### config.mk
export PLATFORM = sky130hd
export DESIGN_NAME = hilo_ctrl_flat
export DESIGN_NICKNAME = d
export VERILOG_FILES = /design/src/rtl/hilo_ctrl_if.sv /design/src/rtl/hilo_ctrl.sv /design/src/flat_wrapper.sv
export SDC_FILE = /design/constraint.sdc
export NUM_CORES = 1
export LEC_CHECK = 0
export ABC_AREA = 1
export BUFFER_PORTS_ARGS = -buffer_cell sky130_fd_sc_hd__buf_4
export CAP_MARGIN = 30
export CORE_ASPECT_RATIO = 0.75
export CORE_MARGIN = 1.5
export CORE_UTILIZATION = 55
export DETAILED_ROUTE_END_ITERATION = 10
export HOLD_SLACK_MARGIN = 0.15
export PLACE_DENSITY = 0.77
export RECOVER_POWER = 50
export SYNTH_ARGS = -nofsm -noshare
export SYNTH_HDL_FRONTEND = slang
export SYNTH_SLANG_ARGS = --single-unit
### constraint.sdc
create_clock -name clk -period 1.87 [get_ports clk]
set_input_delay 0.374 -clock clk [delete_from_list [all_inputs] [get_ports clk]]
set_output_delay 0.374 -clock clk [all_outputs]
set_load 0.1 [all_outputs]
### src/rtl/hilo_ctrl_if.sv
// hilo_ctrl_if: bundle between the EX stage and the HI/LO controller.
//   master : pipeline side. Drives flush, hold, valid, op, rs_data, alu_lo and
//            alu_hi, and observes hi, lo, stall, hilo_we and div_busy.
//   slave  : hilo_ctrl side, with the directions reversed.
interface hilo_ctrl_if;
  logic        flush;
  logic        hold;
  logic        valid;
  logic [2:0]  op;
  logic [31:0] rs_data;
  logic [31:0] alu_lo;
  logic [31:0] alu_hi;
  logic [31:0] hi;
  logic [31:0] lo;
  logic        stall;
  logic        hilo_we;
  logic        div_busy;

  modport master (
    output flush, hold, valid, op, rs_data, alu_lo, alu_hi,
    input  hi, lo, stall, hilo_we, div_busy
  );

  modport slave (
    input  flush, hold, valid, op, rs_data, alu_lo, alu_hi,
    output hi, lo, stall, hilo_we, div_busy
  );
endinterface

### src/rtl/hilo_ctrl.sv
// hilo_ctrl: architectural HI/LO registers and the multi-cycle divide
// sequencer in the EX stage.
//   clk      : system clock, rising edge
//   rst_n    : asynchronous active-low reset
//   bus_io   : hilo_ctrl_if.slave
//     inputs  flush, hold, valid, op[2:0], rs_data, alu_lo, alu_hi
//     outputs hi, lo (registered), stall (combinational),
//             hilo_we (registered one-cycle pulse after a write),
//             div_busy (registered, high while waiting on the divider)
//
// state    | meaning
// ---------+---------------------------------------------------------------
// IDLE     | no divide in flight; MULT/MTHI/MTLO write directly
// DIV_WAIT | divide in flight; cnt counts down to the result cycle
// DONE     | result captured into sh_hi/sh_lo, waiting for hold to drop
module hilo_ctrl #(
  parameter int unsigned DIV_CYCLES = 33
) (
  input  logic        clk,
  input  logic        rst_n,
  hilo_ctrl_if.slave  bus_io
);

  localparam int unsigned CNT_W = (DIV_CYCLES > 2) ? $clog2(DIV_CYCLES) : 1;
  localparam logic [CNT_W-1:0] CNT_LOAD = CNT_W'(DIV_CYCLES - 1);
  localparam logic [CNT_W-1:0] CNT_ONE  = CNT_W'(1);

  localparam logic [2:0] OP_MULT  = 3'd1;
  localparam logic [2:0] OP_MULTU = 3'd2;
  localparam logic [2:0] OP_DIV   = 3'd3;
  localparam logic [2:0] OP_DIVU  = 3'd4;
  localparam logic [2:0] OP_MTHI  = 3'd5;
  localparam logic [2:0] OP_MTLO  = 3'd6;

  typedef enum logic [1:0] {
    IDLE     = 2'd0,
    DIV_WAIT = 2'd1,
    DONE     = 2'd2
  } state_e;

  state_e           state_q, state_d;
  logic [CNT_W-1:0] cnt_q, cnt_d;
  logic [31:0]      hi_q, hi_d;
  logic [31:0]      lo_q, lo_d;
  logic [31:0]      sh_hi_q, sh_hi_d;
  logic [31:0]      sh_lo_q, sh_lo_d;
  logic             hilo_we_q, we_d;
  logic             div_busy_q;
  logic             stall_c;
  logic             accept;

  assign accept = bus_io.valid & ~bus_io.flush;

  always_comb begin
    state_d = state_q;
    cnt_d   = cnt_q;
    hi_d    = hi_q;
    lo_d    = lo_q;
    sh_hi_d = sh_hi_q;
    sh_lo_d = sh_lo_q;
    we_d    = 1'b0;
    stall_c = 1'b0;

    unique case (state_q)
      IDLE: begin
        if (accept) begin
          unique case (bus_io.op)
            OP_MULT, OP_MULTU: begin
              if (!bus_io.hold) begin
                hi_d = bus_io.alu_hi;
                lo_d = bus_io.alu_lo;
                we_d = 1'b1;
              end
            end
            // A divide starts even under hold: the pipeline freezes on stall.
            OP_DIV, OP_DIVU: begin
              cnt_d   = CNT_LOAD;
              state_d = DIV_WAIT;
              stall_c = 1'b1;
            end
            OP_MTHI: begin
              if (!bus_io.hold) begin
                hi_d = bus_io.rs_data;
                we_d = 1'b1;
              end
            end
            OP_MTLO: begin
              if (!bus_io.hold) begin
                lo_d = bus_io.rs_data;
                we_d = 1'b1;
              end
            end
            default: ;
          endcase
        end
      end

      DIV_WAIT: begin
        if (bus_io.flush) begin
          state_d = IDLE;
          cnt_d   = '0;
        end else if (cnt_q > CNT_ONE) begin
          stall_c = 1'b1;
          cnt_d   = cnt_q - CNT_ONE;
        end else begin
          // Result cycle: EX is released, the divider output is valid now.
          cnt_d = '0;
          if (bus_io.hold) begin
            sh_hi_d = bus_io.alu_hi;
            sh_lo_d = bus_io.alu_lo;
            state_d = DONE;
          end else begin
            hi_d    = bus_io.alu_hi;
            lo_d    = bus_io.alu_lo;
            we_d    = 1'b1;
            state_d = IDLE;
          end
        end
      end

      DONE: begin
        if (bus_io.flush) begin
          state_d = IDLE;
        end else if (!bus_io.hold) begin
          hi_d    = sh_hi_q;
          lo_d    = sh_lo_q;
          we_d    = 1'b1;
          state_d = IDLE;
        end
      end

      default: begin
        state_d = IDLE;
        cnt_d   = '0;
      end
    endcase
  end

  always_ff @(posedge clk or negedge rst_n) begin
    if (!rst_n) begin
      state_q    <= IDLE;
      cnt_q      <= '0;
      hi_q       <= '0;
      lo_q       <= '0;
      sh_hi_q    <= '0;
      sh_lo_q    <= '0;
      hilo_we_q  <= 1'b0;
      div_busy_q <= 1'b0;
    end else begin
      state_q    <= state_d;
      cnt_q      <= cnt_d;
      hi_q       <= hi_d;
      lo_q       <= lo_d;
      sh_hi_q    <= sh_hi_d;
      sh_lo_q    <= sh_lo_d;
      hilo_we_q  <= we_d;
      div_busy_q <= (state_d == DIV_WAIT);
    end
  end

  // Gate with rst_n: a divide sitting in EX during reset must not stall.
  assign bus_io.stall    = stall_c & rst_n;
  assign bus_io.hi       = hi_q;
  assign bus_io.lo       = lo_q;
  assign bus_io.hilo_we  = hilo_we_q;
  assign bus_io.div_busy = div_busy_q;

endmodule

### src/flat_wrapper.sv
// flat-port wrapper written by rule: the top's interface ports become plain ports
module hilo_ctrl_flat 
#(
  parameter int unsigned DIV_CYCLES = 33
)
  (clk, rst_n, bus_io_flush, bus_io_hold, bus_io_valid, bus_io_op, bus_io_rs_data, bus_io_alu_lo, bus_io_alu_hi, bus_io_hi, bus_io_lo, bus_io_stall, bus_io_hilo_we, bus_io_div_busy);
  hilo_ctrl_if bus_io_i ();
  input  logic clk;
  input  logic rst_n;
  input wire logic [$bits(bus_io_i.flush)-1:0] bus_io_flush;
  input wire logic [$bits(bus_io_i.hold)-1:0] bus_io_hold;
  input wire logic [$bits(bus_io_i.valid)-1:0] bus_io_valid;
  input wire logic [$bits(bus_io_i.op)-1:0] bus_io_op;
  input wire logic [$bits(bus_io_i.rs_data)-1:0] bus_io_rs_data;
  input wire logic [$bits(bus_io_i.alu_lo)-1:0] bus_io_alu_lo;
  input wire logic [$bits(bus_io_i.alu_hi)-1:0] bus_io_alu_hi;
  output wire logic [$bits(bus_io_i.hi)-1:0] bus_io_hi;
  output wire logic [$bits(bus_io_i.lo)-1:0] bus_io_lo;
  output wire logic [$bits(bus_io_i.stall)-1:0] bus_io_stall;
  output wire logic [$bits(bus_io_i.hilo_we)-1:0] bus_io_hilo_we;
  output wire logic [$bits(bus_io_i.div_busy)-1:0] bus_io_div_busy;
  assign bus_io_i.flush = bus_io_flush;
  assign bus_io_i.hold = bus_io_hold;
  assign bus_io_i.valid = bus_io_valid;
  assign bus_io_i.op = bus_io_op;
  assign bus_io_i.rs_data = bus_io_rs_data;
  assign bus_io_i.alu_lo = bus_io_alu_lo;
  assign bus_io_i.alu_hi = bus_io_alu_hi;
  assign bus_io_hi = bus_io_i.hi;
  assign bus_io_lo = bus_io_i.lo;
  assign bus_io_stall = bus_io_i.stall;
  assign bus_io_hilo_we = bus_io_i.hilo_we;
  assign bus_io_div_busy = bus_io_i.div_busy;
  hilo_ctrl #(.DIV_CYCLES(DIV_CYCLES)) u_core (.clk(clk), .rst_n(rst_n), .bus_io(bus_io_i));
endmodule
* After elaboration in Yosys (flattened, before gate mapping) *
Cells that the tools add are included.

cells by class
  add/sub/neg operators = 1
  $lt $le $gt $ge = 1
  equal/unequal tests = 19
  mux-type cells = 42
  bitwise gates (word level) = 5
  reductions and logical operators = 9

operators with widths
  operator               count
  $mux W32               13
  $pmux W32 S3           2
  $pmux W32 S2           2
  $mux W6                4
  $pmux W6 S3            1
  $reduce_and A8 Y1      2
  $mux W2                7
  $ne A3 B3 Y1 const B   4
  $mux W1                10
  $ne A2 B2 Y1 const B   5
  $eq A3 B3 Y1 const B   3
  $eq A3 B2 Y1 const B   2
  $gt A6 B1 Y1 const B   1
  $pmux W2 S3            1
  $sub A6 B1 Y6 const B  1
  $eq A2 B1 Y1 const B   2
  $reduce_and A4 Y1      1
  $reduce_or A2 Y1       2
  $reduce_or A4 Y1       1
  $eq A3 B1 Y1 const B   1
  $not A1 Y1             3
  $pmux W1 S3            1
  $reduce_and A3 Y1      1
  $reduce_bool A3 Y1     1
  5 further kinds        6

word-level totals
  flip-flop bits (word level) = 138

* Logic depth before layout (Yosys ltp) *
Gate-level depths: netlist of the first run.

  word-level depth = 6
  depth in mapped cells = 12
  mapped depth without buffers = 11

* Worst setup path after synthesis of the first run *
Ideal clock, no wire load.

  kind = reg-to-output
  start = reg u_core.state_q[1]
  end = out bus_io_stall
  data arrival time = 3.251 ns
  data required time = 1.496 ns
  slack = -1.755 ns
  cell stages (with the launch flop) = 7
  buffers on the path = 0
  path through = dfrtp_1 -> inv_1 -> ha_1 -> inv_1 -> nor2_1 -> nand2_1 -> a21boi_0

between the ends
  word-level cells in the longest chain between the ends = 3
  elaborated cells on any way between the ends = 4

ends and longest elaborated chain
  element                                                  line                source
  start: declaration                                       hilo_ctrl.sv:41     state_e state_q, state_d;
  start signal: assignment                                 hilo_ctrl.sv:150    state_q <= state_d;
  $eq A2 B1 Y1 / $logic_not A2 Y1 (equally long branches)  hilo_ctrl.sv:64     unique case (state_q)
  $pmux W1 S2 *                                            hilo_ctrl.sv:64
  $and A1 B1 Y1 *                                          hilo_ctrl.sv:162    assign bus_io.stall = stall_c & rst_n;
  end: declaration                                         flat_wrapper.sv:19  output wire logic [$bits(bus_io_i.stall)-1:0] bus_io_stall;

Every way passes the cells marked *; elsewhere a longest branch is shown, timed or not.

* Worst setup path in the final report of the first run *
  start = reg u_core.state_q[0]
  end = out bus_io_stall

Same word-level chain as after synthesis.

==> reports/results.txt, run 1 <==
Root buf cell: clkbuf_16
CP Data Arrival Time: 1710 ps
Sink Count: 138
Crit path from: u_core.state_q[0]
Hpwl dp: 19.2 mm
Most frequent cells in the layout: 607 x nand2_1, 208 x inv_1, 202 x buf_4, 198 x nand3_1, 138 x dfrtp_1
Site Rows: 41
Die footprint: 0.0181 mm²
Worst hold stages: 3
Worst-case reg-to-reg path depth: 11
P_leak: 7.10 nW
Post-layout util: 73.6%
Hold Fails Final Rpt: 0
# DRC: 0
Max Fclk: 479 MHz
Inserted Clock Buffers: 17
Die H: 117 µm
Max-slew headroom: 21.8%
Fin crit period: 2090 ps
Slew @ Worst Pin: 1170 ps
Buf/Inv on CP: 2
Share of layout cells above drive strength 1: 18.4%
First-pass GRT wire length: 48.5 mm
Crit path cell chain: inv_2 -> ha_4 -> nand4_1 -> a21boi_4 -> buf_12
Worst R2R Setup Slack: -160 ps
Final net count: 1787
Total wire length: 32.6 mm
Most common cell after layout, fill and taps aside: nand2_1
Largest net degree at the start of global routing: 139
Crit path max-delay family: flip-flops
Fill count: 1355
Final Setup Violations: 57
Clock latency on the worst-skew pair: 440 ps
Power, Total: 0.0262 W
Antenna fix cells: 0
CTS tree: yes
Vias/cell: 5.65
Number of I/O pins: 171
Place WS: -3.75 ps
Post-route antenna net violation count: 0
Syn Nets: 1620
All-Layer GR Usage: 34.3%
Worst hold start: bus_io_alu_hi[0]
RR Endpoint: u_core.bus_io.lo[13]
Pwr per Cell Area: 2120 mW/mm²
Worst r2r src: u_core.state_q[0]
Most used routing layer: met2
Top cell type's share of synthesized area: 36.4%
Number of I/O port buffers: 170
1st-iter DRT viols: 1273
Synth area leader: dfrtp_1
Global route overflow: 0
Synth warnings: 0
Initial antenna violation count: 0
Top post-synthesis cells by area: dfrtp_1 36%, nand2_1 24%, nand3_1 11%
Unrepaired setup endpoints after global routing: true
Clock skew: 8.93 ps
Largest fanout on the critical path: 3
First drt pass iteration count: 6
GPL Wtd Cong: 0.908
Largest stage delay on the critical path: 440 ps
DR vias: 10733
Final Cycle Share: 112%
Worst vdd ir: 1.80 mV
Clk slew on worst S/H paths: 60 ps
Yosys reg bits: 138
Initial Utilization: 56.4%
Syn Std Cell Area: 0.00949 mm²
Failing checks: setup timing
Run status: finished with violations
Hold/Removal Path Class: input pin to flip-flop
Critical path type: flip-flop to primary output
Met1 Usage GRT: 45.6%
Syn Area/Cell: 6.30 µm²
GR Util met3: 6.09%
Mapped Cells: 1506
Routed len/inst: 17.2 µm
Synth-to-Final Area Change: 30.5%
Htree depth: 4
CP Capture Type: primary output
Sequential fraction of the synthesis area: 36.4%
Die Span X: 155 µm
Setup ws final: -218 ps
Final-report max-slew violation count: 0
Clock Tree Buf Depth: 2
Worst Hold End: u_core.sh_hi_q[0]
GRT met2 Usage: 55.1%
Max cap viols: 0
CP Data Required Time: 1500 ps
Core Region: 0.0168 mm²
Vias in the first global route: 9829
Setup crit start kind: flip-flop
Worst path slowest cell: dfrtp_1
Post-synth cell types: 26
[routing by layer]
metal	part of all wire [%]	wire length (µm)
met5	0	0
met4	3.6	1160
met3	11	3580
met2	45	14500
met1	41	13300
[where the power goes]
part,internal (W),switching [W],leakage [nW],total (W)
logic,0.00554,0.0115,5.04,0.0171
clock network,0.00219,0.00135,0.293,0.00354
registers,0.00448,0.00113,1.77,0.00561
total,0.0122,0.0140,7.10,0.0262
[metrics by stage]
stage               instance area, µm²  instances  setup TNS (ps)  hold slack [ps]
finish                           12400       1900           -6650              203
floorplan                         9540       1506           -21.4             78.4
global route                     12400       1900          -12950              214
global placement                 11200       1833               0              467
CTS                              11900       1879            -220              197
detailed placement               11200       1833           -3.75              473
[flip-flops by register name, indices dropped and copies added, names as in the netlist]
signal                  flops
u_core.bus_io.hilo_we       1
u_core.bus_io.lo           32
u_core.bus_io.hi           32
u_core.cnt_q                6
u_core.bus_io.div_busy      1
u_core.sh_hi_q             32
u_core.state_q              2
u_core.sh_lo_q             32
[kinds of logic (layout without fill, tap and decap cells)]
kind of cell	count (synthesis)	in the layout	synth area share, %
adder cells (fa/ha/maj)	10	10	1.32
AO/OA/AOI/OAI	141	141	7.60
buffers and inverters	316	495	13.5
XOR/XNOR	2	2	0.185
flip-flops	138	138	36.4
AND/OR/NAND/NOR	899	899	41.0
[cell usage after synthesis (all sizes together)]
library cell and instances:
a21oi 68, dfrtp 138, nand3 202, ha 10
a21boi 1, nand2 615, or2 1, o21ai 70
a31oi 1, inv 219, nand4 4, nor2 13
nand3b 64, o211ai 1, clkbuf 32, buf 65
xor2 2
[repair_timing]
| action | in CTS | in global routing |
|---|---|---|
| cloned | 0 | 13 |
| pin swaps | 6 | 4 |
| hold buffers | 1 | 0 |
| resized for setup | 17 | 26 |
| hold endpoints to repair | 34 | 0 |
| buffers inserted | 14 | 9 |
| setup endpoints to repair | 1 | 96 |
[layout make-up]
type	instances	area, µm²	share of cell area (%)
clock inverters	8	118	0.949
flip-flops and latches	138	3450	27.9
well taps	215	269	2.17
inverters	219	825	6.66
multi-input cells	1052	4930	39.8
repair buffers	245	2320	18.7
clock buffers	23	478	3.86
[worst reg2reg max path: cells and delay by family, from the launching register on]
family                   cells  cell delay (ps)
AO/OA/AOI/OAI                1              150
adder cells (fa/ha/maj)      1              190
AND/OR/NAND/NOR              4              470
flip-flops                   1              440
buffers and inverters        5              710
[worst max-delay path by stage]
stage / slack (ps) / cells after the start / endpoint
global route: -240 / 5 / bus_io_stall
global placement: 5 / 8 / bus_io_stall
floorplan: -20 / 5 / bus_io_stall
finish: -220 / 5 / bus_io_stall
CTS: -150 / 8 / bus_io_stall
detailed placement: -4 / 8 / bus_io_stall
(Power assumes the default switching activity.)
==> inputs of run 2 (changes only) <==
==> constraint.sdc (replaced) <==
create_clock -name clk -period 1.87 [get_ports clk]
set_input_delay 0.0935 -clock clk [delete_from_list [all_inputs] [get_ports clk]]
set_output_delay 0.0935 -clock clk [all_outputs]
set_load 0.1 [all_outputs]
==> run 2 against run 1 <==
  * The flow still finishes with violations (setup timing)
  * Total power fell by 2.0%
  * Setup slack better by 190 ps
  * Non-clock buffer count increased by 56
  * Critical path depth rose by 4
  * First-iteration DRC count up 5.1%
  * Critical path type is now flip-flop to flip-flop
  * Critical endpoint is now u_core.bus_io.lo[19]
  * Largest power group unchanged
==> reports/results.txt, run 2 (synthesized netlist as in run 1, its figures left out) <==
Failing checks: setup timing (unchanged)
Core Region: 0.0168 mm² (unchanged)
Sink Count: 138 (unchanged)
P_leak: 7.28 nW (was 7.10 nW)
Largest net degree at the start of global routing: 87 (was 139)
Initial Utilization: 56.4% (unchanged)
Htree depth: 4 (unchanged)
CTS tree: yes (unchanged)
First-pass GRT wire length: 49.5 mm (was 48.5 mm)
Max Fclk: 528 MHz (was 479 MHz)
Crit path from: u_core.state_q[1] (was u_core.state_q[0])
Clock Tree Buf Depth: 2 (unchanged)
Synth-to-Final Area Change: 35.0% (was 30.5%)
Finished Cell Area: 0.0128 mm² (was 0.0124 mm²)
Switching Fraction: 54.6% (was 53.5%)
Number of I/O pins: 171 (unchanged)
CP Data Required Time: 2190 ps (was 1500 ps)
Total wire length: 33.0 mm (was 32.6 mm)
Final net count: 1843 (was 1787)
Number of I/O port buffers: 170 (unchanged)
Inserted Clock Buffers: 17 (unchanged)
Most frequent cells in the layout: 608 x nand2_1, 212 x inv_1, 199 x nand3_1, 196 x buf_4, 138 x dfrtp_1 (was 607 x nand2_1, 208 x inv_1, 202 x buf_4, 198 x nand3_1, 138 x dfrtp_1)
CP Data Arrival Time: 2210 ps (was 1710 ps)
Clock skew: 5.83 ps (was 8.93 ps)
Share of layout cells above drive strength 1: 16.9% (was 18.4%)
1st-iter DRT viols: 1338 (was 1273)
Final Cycle Share: 101% (was 112%)
Largest fanout on the critical path: 8 (was 3)
Setup crit start kind: flip-flop (unchanged)
Slew @ Worst Pin: 1440 ps (was 1170 ps)
Fill count: 1315 (was 1355)
Switch Pwr: 0.0140 W (about the same)
Unrepaired setup endpoints after global routing: true (unchanged)
Pwr per Cell Area: 2010 mW/mm² (was 2120 mW/mm²)
Setup ws final: -25.5 ps (was -218 ps)
GPL Wtd Cong: 0.920 (was 0.908)
Hold Fails Final Rpt: 0 (unchanged)
Final-report max-slew violation count: 0 (unchanged)
Routed len/inst: 16.9 µm (was 17.2 µm)
# DRC: 0 (unchanged)
Place WS: 55.1 ps (was -3.75 ps)
Global route overflow: 0 (unchanged)
Critical path type: flip-flop to flip-flop (was flip-flop to primary output)
Most common cell after layout, fill and taps aside: nand2_1 (unchanged)
Worst r2r src: u_core.state_q[1] (was u_core.state_q[0])
Post-layout util: 76.1% (was 73.6%)
Die footprint: 0.0181 mm² (unchanged)
Internal cell power: 0.0117 W (was 0.0122 W)
CP Capture Type: flip-flop (was primary output)
Post-route antenna net violation count: 0 (unchanged)
Root buf cell: clkbuf_16 (unchanged)
Die Span X: 155 µm (unchanged)
Vias in the first global route: 10120 (was 9829)
Worst vdd ir: 1.33 mV (was 1.80 mV)
Die H: 117 µm (unchanged)
Max-slew headroom: 4.10% (was 21.8%)
Dpl cells: 1832 (was 1833)
All-Layer GR Usage: 34.7% (was 34.3%)
Max cap viols: 0 (unchanged)
Clk network pwr share: 13.2% (was 13.5%)
First drt pass iteration count: 7 (was 6)
Clk slew on worst S/H paths: 60 ps (about the same)
Antenna fix cells: 0 (unchanged)
Vias/cell: 5.58 (was 5.65)
Clock latency on the worst-skew pair: 430 ps (was 440 ps)
Hold/Removal Path Class: input pin to flip-flop (unchanged)
Hpwl dp: 19.4 mm (was 19.2 mm)
Area after DPL: 0.0111 mm² (was 0.0112 mm²)
Worst hold start: bus_io_rs_data[10] (was bus_io_alu_hi[0])
Initial antenna violation count: 0 (unchanged)
Final cell count without fillers: 1957 (was 1900)
Fin crit period: 1900 ps (was 2090 ps)
Gate power share: 64.9% (was 65.1%)
Site Rows: 41 (unchanged)
Reg power frac: 21.9% (was 21.4%)
Run status: finished with violations (unchanged)
Final Setup Violations: 29 (was 57)
DR vias: 10922 (was 10733)
Worst R2R Setup Slack: -30 ps (was -160 ps)
## run 2: path summary, 6_finish.rpt
check,to,cells after the start
max in group asynchronous,u_core.bus_io.lo[26],3
hold / removal,u_core.bus_io.hi[10],8
setup reg to reg,u_core.bus_io.lo[19],9
setup / recovery,u_core.bus_io.lo[19],9
hold reg to reg,u_core.sh_hi_q[17],2
min in group asynchronous,u_core.sh_hi_q[26],3
## run 2: per-stage QoR
stage                     TNS (ps)  power, W  hold WS [ps]
final                         -240    0.0257           175
after global routing         -7550    0.0272           234
after CTS                        0    0.0243           168
after detailed placement         0    0.0206         -5.72
after global placement           0    0.0203         -5.89
after floorplan                  0    0.0168          -202
## run 2: power by group through the flow
| stage | sequential [W] | combinational [W] | clock (W) |
|---|---|---|---|
| floorplan | 0.0102 | 0.00666 | 0 |
| global placement | 0.00558 | 0.0147 | 0 |
| detailed placement | 0.00557 | 0.0150 | 0 |
| CTS | 0.00556 | 0.0153 | 0.00340 |
| global route | 0.00578 | 0.0179 | 0.00351 |
| finish | 0.00562 | 0.0167 | 0.00339 |
## run 2: routing by layer
layer / share of wire, % / track usage [%]
met5: 0 / 0
met4: 3.1 / 14.6
met1: 40 / 45.4
met2: 46 / 57.5
met3: 11 / 6.23
## run 2: critical path, stage by stage, from the launching register on
cell	delay, ps
dfrtp_1	400
buf_4	150
ha_2	200
a21oi_1	150
nand3_1	140
nor2_4	260
nand2_4	150
clkbuf_16	210
nand2_1	60
nand2_1	60
## run 2: final cells by class
| class | count | area, µm² | share of cell area (%) |
|---|---|---|---|
| clock buffer | 18 | 429 | 3.35 |
| sequential | 138 | 3450 | 27.0 |
| clock inverter | 14 | 148 | 1.15 |
| tap | 215 | 269 | 2.10 |
| inverter | 219 | 825 | 6.44 |
| timing repair buffer | 301 | 2810 | 21.9 |
| multi-input combinational | 1052 | 4880 | 38.1 |
## run 2: what timing repair did
| action | CTS | global route |
|---|---|---|
| endpoints found under the hold margin | 205 | 0 |
| hold buffers | 68 | 0 |
| gates resized for setup | 14 | 22 |
| setup buffers | 6 | 9 |
| pin swaps | 2 | 8 |
| cloned | 0 | 11 |
| endpoints found under the setup margin | 1 | 109 |
==> inputs of run 3 (changes only) <==
SKIP_CTS_REPAIR_TIMING = 1   (was not set)
==> run 3 against run 2 <==
  * The run still ends with setup timing left
  * Via count shrank 0.82%
  * Clock power hardly changed
  * Cell area down 0.34%
  * Total power is 0.42% lower
  * First-iteration DRC count decreased by 10%
  * Wire length is 0.45% lower
  * Setup slack better by 20 ps
  * Sequential power barely moved
  * Register-to-register slack better by 20 ps
  * Sequential share of layout area is 0.092 points higher
  * Critical path depth grew 3
==> reports/results.txt, run 3 (synthesized netlist as in run 1, its figures left out) <==
Sink Count: 138 (unchanged)
Share of layout cells above drive strength 1: 16.7% (was 16.9%)
Finished Cell Area: 0.0128 mm² (about the same)
Run status: finished with violations (unchanged)
Vias/cell: 5.55 (was 5.58)
GPL Wtd Cong: 0.920 (unchanged)
Worst path slowest cell: dfrtp_1 (unchanged)
Failing checks: setup timing (unchanged)
CTS tree: yes (unchanged)
Crit path max-delay family: simple AND/OR/NAND/NOR gates (unchanged)
Buf/Inv on CP: 4 (was 2)
Final net count: 1839 (was 1843)
Synth-to-Final Area Change: 34.5% (was 35.0%)
Inserted Clock Buffers: 17 (unchanged)
Initial Utilization: 56.4% (unchanged)
First-pass GRT wire length: 47.7 mm (was 49.5 mm)
1st-iter DRT viols: 1202 (was 1338)
Core Region: 0.0168 mm² (unchanged)
Clk slew on worst S/H paths: 60 ps (about the same)
Antenna fix cells: 0 (unchanged)
Routed len/inst: 16.8 µm (was 16.9 µm)
Area after DPL: 0.0111 mm² (unchanged)
Clock Tree Buf Depth: 2 (unchanged)
Die footprint: 0.0181 mm² (unchanged)
Number of I/O port buffers: 170 (unchanged)
Unrepaired setup endpoints after global routing: true (unchanged)
Max-slew headroom: 21.5% (was 4.10%)
Setup crit start kind: flip-flop (unchanged)
DR vias: 10832 (was 10922)
P_leak: 7.26 nW (was 7.28 nW)
Global route overflow: 0 (unchanged)
Fin crit period: 1880 ps (was 1900 ps)
Largest net degree at the start of global routing: 87 (unchanged)
All-Layer GR Usage: 33.4% (was 34.7%)
Hold/Removal Path Class: input pin to async pin (was input pin to flip-flop)
Pwr per Cell Area: 2010 mW/mm² (about the same)
Hpwl dp: 19.4 mm (unchanged)
Largest stage delay on the critical path: 400 ps (about the same)
Clock skew: 5.96 ps (was 5.83 ps)
Largest fanout on the critical path: 8 (unchanged)
CP Capture Type: flip-flop (unchanged)
Final Setup Violations: 2 (was 29)
Max cap viols: 0 (unchanged)
Site Rows: 41 (unchanged)
Setup TNS: -5.54 ps (was -240 ps)
Hold Fails Final Rpt: 0 (unchanged)
# DRC: 0 (unchanged)
Setup ws final: -5.18 ps (was -25.5 ps)
Die Span X: 155 µm (unchanged)
Final Cycle Share: 100% (was 101%)
Die H: 117 µm (unchanged)
First drt pass iteration count: 9 (was 7)
Final-report max-slew violation count: 0 (unchanged)
Place WS: 55.1 ps (unchanged)
Total wire length: 32.9 mm (was 33.0 mm)
Critical path type: flip-flop to flip-flop (unchanged)
Htree depth: 4 (unchanged)
Worst vdd ir: 1.33 mV (about the same)
Most common cell after layout, fill and taps aside: nand2_1 (unchanged)
Initial antenna violation count: 0 (unchanged)
Post-layout util: 75.9% (was 76.1%)
Most frequent cells in the layout: 609 x nand2_1, 211 x inv_1, 200 x nand3_1, 195 x buf_4, 138 x dfrtp_1 (was 608 x nand2_1, 212 x inv_1, 199 x nand3_1, 196 x buf_4, 138 x dfrtp_1)
Root buf cell: clkbuf_16 (unchanged)
CP Data Required Time: 2190 ps (about the same)
Post-route antenna net violation count: 0 (unchanged)
Number of I/O pins: 171 (unchanged)
Vias in the first global route: 9649 (was 10120)
Clock latency on the worst-skew pair: 430 ps (about the same)
Crit path cell chain: inv_2 -> ha_1 -> inv_1 -> nand2_2 -> nand3_4 -> nand2_2 -> inv_1 -> nor2_4 -> nand2_4 -> buf_6 -> nand2_1 -> nand2_1 (was buf_4 -> ha_2 -> a21oi_1 -> nand3_1 -> nor2_4 -> nand2_4 -> clkbuf_16 -> nand2_1 -> nand2_1)
Slew @ Worst Pin: 1180 ps (was 1440 ps)
CP Data Arrival Time: 2200 ps (was 2210 ps)
Max Fclk: 533 MHz (was 528 MHz)
==> run 3: cell type report <==
| cell class | instances | area [µm²] |
|---|---|---|
| multi-input cells | 1052 | 4860 |
| clock inverters | 14 | 148 |
| clock buffers | 18 | 429 |
| flip-flops and latches | 138 | 3450 |
| repair buffers | 297 | 2780 |
| fillers | 1313 | 4060 |
| well taps | 215 | 269 |
| inverters | 219 | 825 |
==> run 3: path summary, 6_finish.rpt <==
kind | startpoint | end | slack (ps) | cells after the start
setup / recovery | u_core.cnt_q[1] | u_core.bus_io.lo[11] | -5 | 12
max in group asynchronous | rst_n | u_core.sh_hi_q[10] | 290 | 3
min in group clk | bus_io_valid | u_core.bus_io.hilo_we | 130 | 5
hold / removal | rst_n | u_core.bus_io.hi[25] | 100 | 2
hold reg to reg | u_core.sh_lo_q[28] | u_core.sh_lo_q[28] | 490 | 2
setup reg to reg | u_core.cnt_q[1] | u_core.bus_io.lo[11] | -5 | 12
==> run 3: metal layers <==
layer  wire length (µm)  vias up  GRT usage, %
met4               1080        0          14.1
li1                   -     5112             -
met2              15000      701          53.8
met1              13100     4913          44.8
met3               3700      106          6.35
met5                  0        -             0
==> run 3: stage by stage <==
step                      cells  power (W)  hold WS, ps
after floorplan            1506     0.0168         -202
after global placement     1832     0.0203        -5.89
after detailed placement   1832     0.0206        -5.72
after CTS                  1864     0.0240         -460
after global routing       1953     0.0271          133
final                      1953     0.0256          100
==> run 3: where the power goes <==
part	total (W)	switching [W]	internal [W]	leakage [nW]
Combinational	0.0166	0.0114	0.00519	5.22
Sequential	0.00562	0.00115	0.00448	1.77
Clock	0.00339	0.00142	0.00197	0.269
Total	0.0256	0.0140	0.0116	7.26
